**config.mk**
```make
export PLATFORM = sky130hd
export DESIGN_NAME = pong_score_manager
export DESIGN_NICKNAME = d
export VERILOG_FILES = /design/src/rtl/pong_score_pkg.sv /design/src/rtl/pong_score_manager_score_counter.sv /design/src/rtl/pong_score_manager.sv
export SDC_FILE = /design/constraint.sdc
export NUM_CORES = 1
export LEC_CHECK = 0
export ABC_AREA = 1
export BUFFER_PORTS_ARGS = -buffer_cell sky130_fd_sc_hd__clkbuf_2
export CELL_PAD_IN_SITES_DETAIL_PLACEMENT = 1
export CELL_PAD_IN_SITES_GLOBAL_PLACEMENT = 2
export CORE_MARGIN = 5
export CORE_UTILIZATION = 25
export CTS_BUF_LIST = sky130_fd_sc_hd__clkbuf_4 sky130_fd_sc_hd__clkbuf_8 sky130_fd_sc_hd__clkbuf_16
export CTS_CLUSTER_SIZE = 28
export DETAILED_ROUTE_END_ITERATION = 12
export PLACE_DENSITY_LB_ADDON = 0.1
export SLEW_MARGIN = 30
export SYNTH_ARGS = -nofsm -noshare
export SYNTH_HDL_FRONTEND = slang
export SYNTH_HIERARCHICAL = 1
export SYNTH_SLANG_ARGS = --single-unit
```
**constraint.sdc**
```tcl
create_clock -name clk -period 1.86 [get_ports clk]
set_input_delay 0.372 -clock clk [delete_from_list [all_inputs] [get_ports clk]]
set_output_delay 0.372 -clock clk [all_outputs]
set_load 0.01 [all_outputs]
```
**src/rtl/pong_score_pkg.sv**
```systemverilog
// Shared types and constants for the Pong score manager.
// State encoding and the two-bit player code used for both the point
// pulse (increaseScore) and the latched match winner.
package pong_score_pkg;

   // Match flow: wait for the ball to be in play, play a rally, or hold
   // a decided match until a new one is requested.
   typedef enum logic [1:0] {
      SERVE      = 2'd0,
      PLAY       = 2'd1,
      MATCH_OVER = 2'd2
   } state_t;

   // Player codes, shared by the point pulse and the winner output.
   localparam logic [1:0] PT_NONE = 2'b00;
   localparam logic [1:0] PT_P1   = 2'b01;
   localparam logic [1:0] PT_P2   = 2'b10;

endpackage

```
**src/rtl/pong_score_manager_score_counter.sv**
```systemverilog
// Saturating score register for one player.
// inc adds one unless the score already sits at MAX_SCORE; clr and reset
// return it to zero. at_max tells the caller the next increment will not
// change the value, so the caller can compute the post-increment score
// without waiting for the register to update.
module score_counter #(
   parameter int SCORE_W   = 7,
   parameter int MAX_SCORE = 99
) (
   input  logic               clk,
   input  logic               reset,
   input  logic               inc,
   input  logic               clr,
   output logic [SCORE_W-1:0] score,
   output logic               at_max
);

   localparam logic [SCORE_W-1:0] MAX_V = SCORE_W'(MAX_SCORE);

   assign at_max = (score == MAX_V);

   // Score register: clear wins over increment; increments stop at MAX_V.
   always_ff @(posedge clk) begin
      if (reset || clr) begin
         score <= '0;
      end else if (inc && !at_max) begin
         score <= score + SCORE_W'(1);
      end
   end

endmodule

```
**src/rtl/pong_score_manager.sv**
```systemverilog
// Two-player Pong score manager.
// Watches the signed ball X coordinate, awards one point per exit past
// either boundary, saturates scores, detects the match winner and then
// freezes until new_match. After every point the ball must be seen back
// inside the field once (SERVE) before another point can be scored, so a
// ball resting outside the field is counted only once.
//
// Optional feature macro: WIN_BY_TWO_EN. When defined, a win also needs
// a two-point lead; reaching MAX_SCORE still wins unconditionally.
//
// state_dbg mirrors the FSM state register for observation.
module pong_score_manager
   import pong_score_pkg::*;
#(
   parameter int BALL_X_W  = 11,
   parameter int X_MIN     = 0,
   parameter int X_MAX     = 639,
   parameter int SCORE_W   = 7,
   parameter int MAX_SCORE = 99,
   parameter int WIN_SCORE = 11
) (
   input  logic                       clk,
   input  logic                       reset,
   input  logic signed [BALL_X_W-1:0] ball_x,
   input  logic                       new_match,
   output logic [1:0]                 increaseScore,
   output logic [SCORE_W-1:0]         score1,
   output logic [SCORE_W-1:0]         score2,
   output logic [1:0]                 winner,
   output logic                       match_over,
   output logic                       serve_req,
   output logic [1:0]                 state_dbg
);

   localparam logic signed [BALL_X_W-1:0] X_MIN_V = BALL_X_W'(X_MIN);
   localparam logic signed [BALL_X_W-1:0] X_MAX_V = BALL_X_W'(X_MAX);
   localparam logic [SCORE_W-1:0]         MAX_V   = SCORE_W'(MAX_SCORE);
   localparam logic [SCORE_W-1:0]         WIN_V   = SCORE_W'(WIN_SCORE);

   state_t state, state_nxt;
   logic [1:0] pulse_nxt;
   logic [1:0] winner_nxt;
   logic       inc1, inc2, clr;
   logic       at_max1, at_max2;

   // Boundary tests are signed, so a negative coordinate is a left exit.
   logic exit_left, exit_right, in_bounds;
   assign exit_left  = (ball_x < X_MIN_V);
   assign exit_right = (ball_x > X_MAX_V);
   assign in_bounds  = !exit_left && !exit_right;

   // Score each player would hold if they scored on this edge.
   logic [SCORE_W-1:0] s1_new, s2_new;
   assign s1_new = at_max1 ? score1 : score1 + SCORE_W'(1);
   assign s2_new = at_max2 ? score2 : score2 + SCORE_W'(1);

   // Lead requirement: two points over the opponent, or none at all.
   logic lead1, lead2;
`ifdef WIN_BY_TWO_EN
   assign lead1 = ({1'b0, s1_new} >= ({1'b0, score2} + (SCORE_W+1)'(2)));
   assign lead2 = ({1'b0, s2_new} >= ({1'b0, score1} + (SCORE_W+1)'(2)));
`else
   assign lead1 = 1'b1;
   assign lead2 = 1'b1;
`endif

   // Reaching MAX_SCORE always decides the match, which bounds deuce play.
   logic win1, win2;
   assign win1 = ((s1_new >= WIN_V) && lead1) || (s1_new == MAX_V);
   assign win2 = ((s2_new >= WIN_V) && lead2) || (s2_new == MAX_V);

   score_counter #(
      .SCORE_W   (SCORE_W),
      .MAX_SCORE (MAX_SCORE)
   ) u_score1 (
      .clk    (clk),
      .reset  (reset),
      .inc    (inc1),
      .clr    (clr),
      .score  (score1),
      .at_max (at_max1)
   );

   score_counter #(
      .SCORE_W   (SCORE_W),
      .MAX_SCORE (MAX_SCORE)
   ) u_score2 (
      .clk    (clk),
      .reset  (reset),
      .inc    (inc2),
      .clr    (clr),
      .score  (score2),
      .at_max (at_max2)
   );

   // Next-state, point and winner decisions; new_match overrides scoring.
   always_comb begin
      state_nxt  = state;
      pulse_nxt  = PT_NONE;
      winner_nxt = winner;
      inc1       = 1'b0;
      inc2       = 1'b0;
      clr        = 1'b0;
      if (new_match) begin
         clr        = 1'b1;
         winner_nxt = PT_NONE;
         state_nxt  = SERVE;
      end else begin
         case (state)
            SERVE: begin
               if (in_bounds) begin
                  state_nxt = PLAY;
               end
            end
            PLAY: begin
               if (exit_left) begin
                  inc1      = 1'b1;
                  pulse_nxt = PT_P1;
                  if (win1) begin
                     winner_nxt = PT_P1;
                     state_nxt  = MATCH_OVER;
                  end else begin
                     state_nxt = SERVE;
                  end
               end else if (exit_right) begin
                  inc2      = 1'b1;
                  pulse_nxt = PT_P2;
                  if (win2) begin
                     winner_nxt = PT_P2;
                     state_nxt  = MATCH_OVER;
                  end else begin
                     state_nxt = SERVE;
                  end
               end
            end
            MATCH_OVER: begin
               state_nxt = MATCH_OVER;
            end
            default: begin
               state_nxt = SERVE;
            end
         endcase
      end
   end

   // State, point pulse and winner registers; reset overrides everything.
   always_ff @(posedge clk) begin
      if (reset) begin
         state         <= SERVE;
         increaseScore <= PT_NONE;
         winner        <= PT_NONE;
      end else begin
         state         <= state_nxt;
         increaseScore <= pulse_nxt;
         winner        <= winner_nxt;
      end
   end

   assign match_over = (state == MATCH_OVER);
   assign serve_req  = (state == SERVE);
   assign state_dbg  = state;

endmodule

```
# After elaboration in Yosys (flattened, before gate mapping)
# Cells that the tools add are included.
# word_totals
register_bits	20
in_bits	14
elab_cells	62
# op_classes
add_sub_neg	2
n_lt_le_gt_ge	4
eq_ne	9
muxes	22
n_bitwise	1
reduce_logical	18
# ops
cell	count
$eq 7x7->1 const B	4
$mux 2	10
$add 7x1->7 const B	2
$ge 7x4->1 const B	2
$mux 7	2
$gt 11x11->1 const B	1
$lt 11x1->1 const B	1
$mux 1	9
$pmux 2 s3	1
$logic_not 1->1	4
$ne 2x1->1 const B	2
$reduce_and 4->1	1
$reduce_bool 2->1	2
$reduce_or 4->1	1
$logic_and 1x1->1	3
$logic_or 1x1->1	3
$ne 3x3->1 const B	1
$reduce_or 3->1	1
$eq 2x1->1 const B	1
$eq 2x2->1 const B	1
$logic_not 2->1	1
$reduce_and 2->1	1
$reduce_or 2->1	1
$not 1->1	1

# Logic depth before layout (Yosys ltp)
# Gate-level depths: netlist (run 1).
# depth
depth_word	8
ltp_mapped	15
mapped_depth_nobuf	15

# Hierarchy
# The synthesis (run 1) kept the hierarchy.
# by_module_without_submodules
module	n_inst	cells_per_inst	area_per_inst_um2
score_counter	2	61	430.4
pong_score_manager	1	97	550.5

# Least setup slack after synthesis (run 1)
# Ideal clock, no wire load.
# synth_timing
path_kind	register to register
startpoint	register u_score1.score[0]
endpoint	register winner[0]
arrival_time_ps	1825
required_time_ps	1794
setup_slack_ps	-31
stages_incl_launch_ff	16
synth_period_minus_slack_ps	1891
path_cell_list	dfxtp_1 ha_1 nand2_1 inv_1 nand3_4 inv_1 inv_2 nand3_2 nor2_1 nor2_1 nand2_1 nor2_2 nand3_2 nand3_2 nand2_2 a21oi_2
# synth_between
elab_chain_len	6
word_cells_on_any_way	8
# synth_lines
element	line_no	rtl
start, declared	pong_score_manager_score_counter.sv:14	output logic [SCORE_W-1:0] score,
start signal, assigned	pong_score_manager_score_counter.sv:27	score <= score + SCORE_W'(1);
$eq 7x7->1 (*)	pong_score_manager_score_counter.sv:20	assign at_max = (score == MAX_V);
via at_max1	pong_score_manager.sv:44	logic at_max1, at_max2;
$mux 7 (*)	pong_score_manager.sv:54	assign s1_new = at_max1 ? score1 : score1 + SCORE_W'(1);
$ge 7x4->1 or $eq 7x7->1 (tied branches)	pong_score_manager.sv:69	assign win1 = ((s1_new >= WIN_V) && lead1) || (s1_new == MAX_V);
$logic_or 1x1->1 (*)	pong_score_manager.sv:69	
$ne 2x1->1 (no source line) (*)	n/a	
$reduce_and 4->1 (no source line) (*)	n/a	
end signal, assigned	pong_score_manager.sv:155	winner <= winner_nxt;
end, declared	pong_score_manager.sv:29	output logic [1:0] winner,
# The timed path passes the listed nets; every way through them passes the cells marked *.
# A chain may end at the register's enable or synchronous reset.

# Worst setup path after layout (run 1)
# layout_timing
startpoint	register u_score1.score[1]
endpoint	register winner[0]
# Same word-level chain as after synthesis.

==> summary.md, run 1 <==
| Metric | Value |
|---|---|
| Run status | `finished clean` |
| Min Clock Period, post-route | `1.682 ns` |
| Port Buffers | `28` |
| ANT nets after route | `0` |
| Mapped Cells | `219` |
| HP Class | `input pin to flop` |
| Total CTS buffers | `3` |
| Rel. slew slack | `67.36%` |
| Clock Pin Slew Worst Setup and Hold Paths | `0.08 ns` |
| Final-report setup violation count | `0` |
| WS Path Type | `flop to flop` |
| Crit path DAT | `1.88 ns` |
| Clk Latency, worst-skew pair | `0.26 ns` |
| Mean Syn Cell Area | `6.445 um^2` |
| Leak pwr | `0.8080 nW` |
| Unrepaired setup endpoints after global routing | `yes` |
| First-pass GRT wire length | `7100 um` |
| Commonest non-fill, non-tap cell in the layout | `nand2_1` |
| Total grt overflow | `0` |
| Number of antenna violations at the first check in global routing | `0` |
| Cell area power density | `447.5 nW/um^2` |
| Iteration-0 DRC Markers | `103` |
| Vias in the first global route | `1528` |
| Worst slew pin tran | `0.4877 ns` |
| CP Capture Type | `flop` |
| Synth warn | `6` |
| Dpl hpwl | `3292 um` |
| Routed Wire Length | `4119 um` |
| Setup TNS | `0 ns` |
| Synth-to-Final Area Change | `32.00%` |
| Routability Congestion | `0.7304` |
| Element type at the critical path start | `flop` |
| CTS tree | `built` |
| Final setup margin | `0.1780 ns` |
| Register area share after synthesis | `28.37%` |
| Share of cells above drive strength 1 | `32.46%` |
| Wirelength per Cell | `12.11 um` |
| Htree depth | `1` |
| Worst EP required | `2.06 ns` |
| Core Area | `5507 um^2` |
| Num rows | `27` |
| Max Fclk | `594.5 MHz` |
| CTS Sinks | `20` |
| Filler Cell Count | `735` |
| Post-route clock skew | `0.003947 ns` |
| Pre-CTS setup slack | `0.05244 ns` |
| Die Area | `7248 um^2` |
| DR vias | `1501` |
| Clock root cell | `clkbuf_8` |
| Yosys cell types | `23` |
| Register area | `404.1 um^2` |
| Commonest cells after routing, fill and taps aside | `45 x nand2_1, 35 x inv_1, 32 x nor2_1` |
| Count of pins over their slew limit | `0` |
| Post-Syn Nets | `237` |
| Die Y | `85.14 um` |
| Cell area after synthesis | `1411 um^2` |
| Maximum vdd drop | `227.0 uV` |
| Initial Utilization | `25.63%` |
| Area of the multi-input gates | `859.6 um^2` |
| Crit share post-route | `90.43%` |
| Via density per instance | `4.415` |
| Fin nets | `287` |
| DR pass1 iterations | `4` |
| Pwr Total | `833.7 uW` |
| Tot GR Track Use | `11.91%` |
| Largest net degree at the start of global routing | `12` |
| ANT cells | `0` |
| DRC | `0` |
| Max FO, Critical Path | `3` |
| Die W | `85.14 um` |
| I/O pin cnt | `36` |
| Maximum clock path buffer count | `2` |
| Fin util | `33.83%` |
| Yosys reg bits | `20` |
| Max-capacitance violation count | `0` |
| Final Hold Fails | `0` |
## layer usage
metal / part of all wire [%] / up-vias / GRT usage (%)
met5: 0 / - / 0
met4: 0.61 / 0 / 3.022
met3: 2.3 / 2 / 1.845
met2: 50 / 12 / 20.90
met1: 47 / 696 / 15.09
li1: - / 791 / -
## layout make-up
cell class,instances,area share (%)
Multi-Input combinational cell,154,46.14
Sequential cell,20,21.69
Timing Repair Buffer,49,15.98
Inverter,41,8.395
Tap cell,72,4.835
Clock buffer,4,2.955
## where the power goes
group	switching, mW	leakage [nW]	internal [mW]
registers	0.00146	0.163	0.430
clock network	0.161	0.0288	0.189
logic	0.0350	0.616	0.0181
total	0.197	0.808	0.636
## flip-flops by register name, indices dropped and copies added, names as in the netlist
signal	cells
increaseScore	2
u_score2/score	7
state_dbg	2
u_score1/score	7
winner	2
## cell usage after synthesis
master / instances / area share [%]
buf_6: 2 / 1.6
o21ai_0: 10 / 3.5
nand4_1: 8 / 3.5
nor2_1: 32 / 8.5
inv_2: 2 / 0.53
nand3_2: 6 / 4.3
nand2_4: 2 / 1.6
inv_1: 39 / 10
nand2_1: 48 / 13
ha_1: 4 / 3.5
nand2_2: 1 / 0.44
nor2_4: 2 / 1.6
a21oi_1: 9 / 3.2
nor2_2: 4 / 1.8
buf_2: 2 / 0.71
nand3_1: 14 / 5.0
xor2_1: 2 / 1.2
nand3b_1: 1 / 0.53
nor3_1: 3 / 1.1
nor4_1: 2 / 0.89
dfxtp_1: 20 / 28
nand3_4: 2 / 2.5
a21oi_2: 4 / 2.5
## what timing repair did
item | in CTS | in global routing
endpoints found under the setup margin | 0 | 3
hold buffers | 0 | 0
setup buffers | 0 | 1
resized for setup | 0 | 15
## critical path: stages, from the launching register on
cell and delay [ns]:
dfxtp_2 0.36, ha_4 0.15, nand2_2 0.06, inv_2 0.07
nand3_4 0.08, inv_4 0.07, inv_2 0.05, nand3_4 0.06
nor2_1 0.04, nor2_1 0.11, nand2_1 0.08, nor2_2 0.09
nand3_2 0.11, nand3_4 0.13, nand2_2 0.05, a21oi_2 0.10
## cell families (layout without fill, tap and decap cells)
| logic type | count (synthesis) | after routing | synth area share [%] |
|---|---|---|---|
| xor+xnor | 2 | 2 | 1.241 |
| fa+ha+maj | 4 | 4 | 3.546 |
| simple gates | 125 | 125 | 44.41 |
| flops | 20 | 20 | 28.37 |
| compound gates | 23 | 23 | 9.220 |
| buf+inv | 45 | 94 | 13.21 |
## worst paths after layout
path | startpoint | cells after the start | end | slack, ns
worst max-delay path | u_score1/score[1] | 15 | winner[0] | 0.18
worst min register to register | winner[1] | 2 | winner[1] | 0.45
worst min-delay path | reset | 2 | increaseScore[1] | 0.33
worst max register to register | u_score1/score[1] | 15 | winner[0] | 0.18
## metrics by stage
step,cells,hold slack (ns),instance area (um^2)
floorplan,219,0.4484,1413
global placement,335,0.4417,1760
finish,340,0.3340,1863
CTS,339,0.3247,1815
global route,340,0.3354,1863
detailed placement,335,0.4459,1760
No activity file was read; power rests on OpenSTA's default activity.
==> inputs of run 2 (changes only) <==
--- a/config.mk
+++ b/config.mk
@@ -15,6 +15,7 @@
 export CTS_CLUSTER_SIZE = 28
 export DETAILED_ROUTE_END_ITERATION = 12
 export PLACE_DENSITY_LB_ADDON = 0.1
+export REMOVE_ABC_BUFFERS = 1
 export SLEW_MARGIN = 30
 export SYNTH_ARGS = -nofsm -noshare
 export SYNTH_HDL_FRONTEND = slang
==> run 2 against run 1 <==
Fmax increased by 0.56%; via count decreased by 0.87%; die area unchanged; worst hold slack about the same; clock power about the same; power increased by 0.24%; critical endpoint unchanged; largest cell class unchanged.
==> summary.md, run 2 (synthesized netlist as in run 1, its figures left out) <==
| Metric | Value |
|---|---|
| First-pass GRT wire length | `6817 um` |
| Share of cells above drive strength 1 | `32.21%` |
| Total CTS buffers | `3` |
| I/O pin cnt | `36` |
| Proportion of power drawn by combinational gates | `6.3%` |
| Routability Congestion | `0.7698` |
| Final-report setup violation count | `0` |
| Filler Cell Count | `742` |
| Vias in the first global route | `1495` |
| Via density per instance | `4.389` |
| Crit. Startpoint | `u_score2/score[0]` |
| Internal | `636.7 uW` |
| Cell area power density | `451.6 nW/um^2` |
| Maximum clock path buffer count | `2` |
| Initial Utilization | `25.63%` |
| FF-to-FF Start | `u_score2/score[0]` |
| Regs by FF count | `u_score1/score (7), u_score2/score (7)` |
| Count of pins over their slew limit | `0` |
| Die W | `85.14 um` |
| Fin util | `33.61%` |
| HP Class | `input pin to flop` |
| DR pass1 iterations | `4` |
| Max-capacitance violation count | `0` |
| Run status | `finished clean` |
| Critical path's slowest cell | `dfxtp_1` |
| ANT cells | `0` |
| ANT nets after route | `0` |
| Die Y | `85.14 um` |
| Hold path start | `ball_x[10]` |
| Switching power | `199.0 uW` |
| CP Capture Type | `flop` |
| Wirelength per Cell | `11.99 um` |
| Leak pwr | `0.7967 nW` |
| Min Clock Period, post-route | `1.673 ns` |
| Setup TNS | `0 ns` |
| Crit share post-route | `89.93%` |
| Core Area | `5507 um^2` |
| Iteration-0 DRC Markers | `39` |
| Sequential share of power | `51.6%` |
| Synth-to-Final Area Change | `31.12%` |
| Tot GR Track Use | `11.43%` |
| Fin nets | `286` |
| Element type at the critical path start | `flop` |
| Clock root cell | `clkbuf_8` |
| Final Hold Fails | `0` |
| Unrepaired setup endpoints after global routing | `no` |
| Rel. slew slack | `72.20%` |
| WP buf/inv | `3` |
| Max Fclk | `597.8 MHz` |
| CTS tree | `built` |
| Post-route clock skew | `0.004164 ns` |
| Crit path DAT | `1.87 ns` |
| Hold path depth | `2` |
| Largest net degree at the start of global routing | `12` |
| CTS Sinks | `20` |
| Number of antenna violations at the first check in global routing | `0` |
| Commonest cells after routing, fill and taps aside | `46 x nand2_1, 36 x inv_1, 31 x nor2_1` |
| Htree depth | `1` |
| Reg2reg setup slack | `0.19 ns` |
| CP cell instances | `ha_2 -> nand2_1 -> inv_1 -> nand3_4 -> inv_2 -> inv_1 -> nand2_1 -> o21ai_1 -> nand3_1 -> nor2_1 -> nand2_2 -> nand3_4 -> nand2_2 -> a21oi_2` |
| Commonest non-fill, non-tap cell in the layout | `nand2_1` |
| Worst slew pin tran | `0.4154 ns` |
| Clock power frac | `42.1%` |
| Routed Wire Length | `4066 um` |
| DRC | `0` |
| Worst EP required | `2.06 ns` |
| WS Path Type | `flop to flop` |
| Max FO, Critical Path | `4` |
| Clk Latency, worst-skew pair | `0.26 ns` |
| Num rows | `27` |
| Total grt overflow | `0` |
| DR vias | `1488` |
| CP delay by family, top | `simple AND/OR/NAND/NOR gates` |
| Maximum vdd drop | `277.8 uV` |
| Clock Pin Slew Worst Setup and Hold Paths | `0.09 ns` |
| Port Buffers | `28` |
| Die Area | `7248 um^2` |
| Dpl hpwl | `3267 um` |
| R2R depth | `14` |
| Hold Path End | `state_dbg[0]` |
| Terminus of the critical flop-to-flop path | `winner[0]` |
| Sw Share | `23.81%` |
| Max incr delay on CP | `0.33 ns` |
-- run 2: changes by cell type in the layout (fill, tap and decap cells not counted), sizes merged --
| cell | change |
|---|---|
| buf | -1 |
-- run 2: how the worst max path moves through the flow --
stage / depth (start not counted) / slack (ns) / endpoint
after floorplan: 15 / -0.04 / winner[0]
after global placement: 15 / 0.07 / winner[0]
after detailed placement: 14 / 0.06 / winner[0]
after CTS: 14 / 0.03 / winner[0]
after global routing: 14 / 0.003 / winner[0]
final: 14 / 0.19 / winner[0]
-- run 2: what timing repair did --
action,CTS,global route
gates resized for setup,0,16
buffers inserted,0,0
hold buffers,0,0
endpoints found under the setup margin,0,3
-- run 2: power by group through the flow --
stage / Combinational, mW / Sequential [mW] / Clock, mW
CTS: 0.0517 / 0.431 / 0.369
finish: 0.0529 / 0.431 / 0.352
floorplan: 0.0279 / 0.443 / 0
detailed placement: 0.0515 / 0.441 / 0
global placement: 0.0513 / 0.441 / 0
global route: 0.0594 / 0.432 / 0.393
-- run 2: routing by layer --
layer | GRT usage (%) | vias up | wire [um]
met5 | 0 | - | 0
met1 | 14.16 | 688 | 1946
met4 | 2.158 | 0 | 25
met2 | 20.76 | 15 | 1992
met3 | 1.845 | 2 | 101
li1 | - | 783 | -
-- run 2: layout make-up --
type	count	area (um^2)	area share [%]
repair buffers	48	290.3	15.69
clock buffers	4	55.05	2.975
multi-input cells	154	854.6	46.18
inverters	41	156.4	8.452
flip-flops and latches	20	404.1	21.84
well taps	72	90.09	4.868
-- run 2: metrics by stage --
| stage | hold slack (ns) | instances | instance area (um^2) | setup slack [ns] | total power, mW |
|---|---|---|---|---|---|
| finish | 0.3343 | 339 | 1851 | 0.1873 | 0.8357 |
| global route | 0.3250 | 339 | 1851 | 0.002925 | 0.8836 |
| CTS | 0.3260 | 339 | 1814 | 0.03396 | 0.8523 |
| detailed placement | 0.4587 | 335 | 1759 | 0.06365 | 0.4927 |
| global placement | 0.4453 | 335 | 1759 | 0.06604 | 0.4925 |
| floorplan | 0.4484 | 215 | 1379 | -0.03543 | 0.4705 |
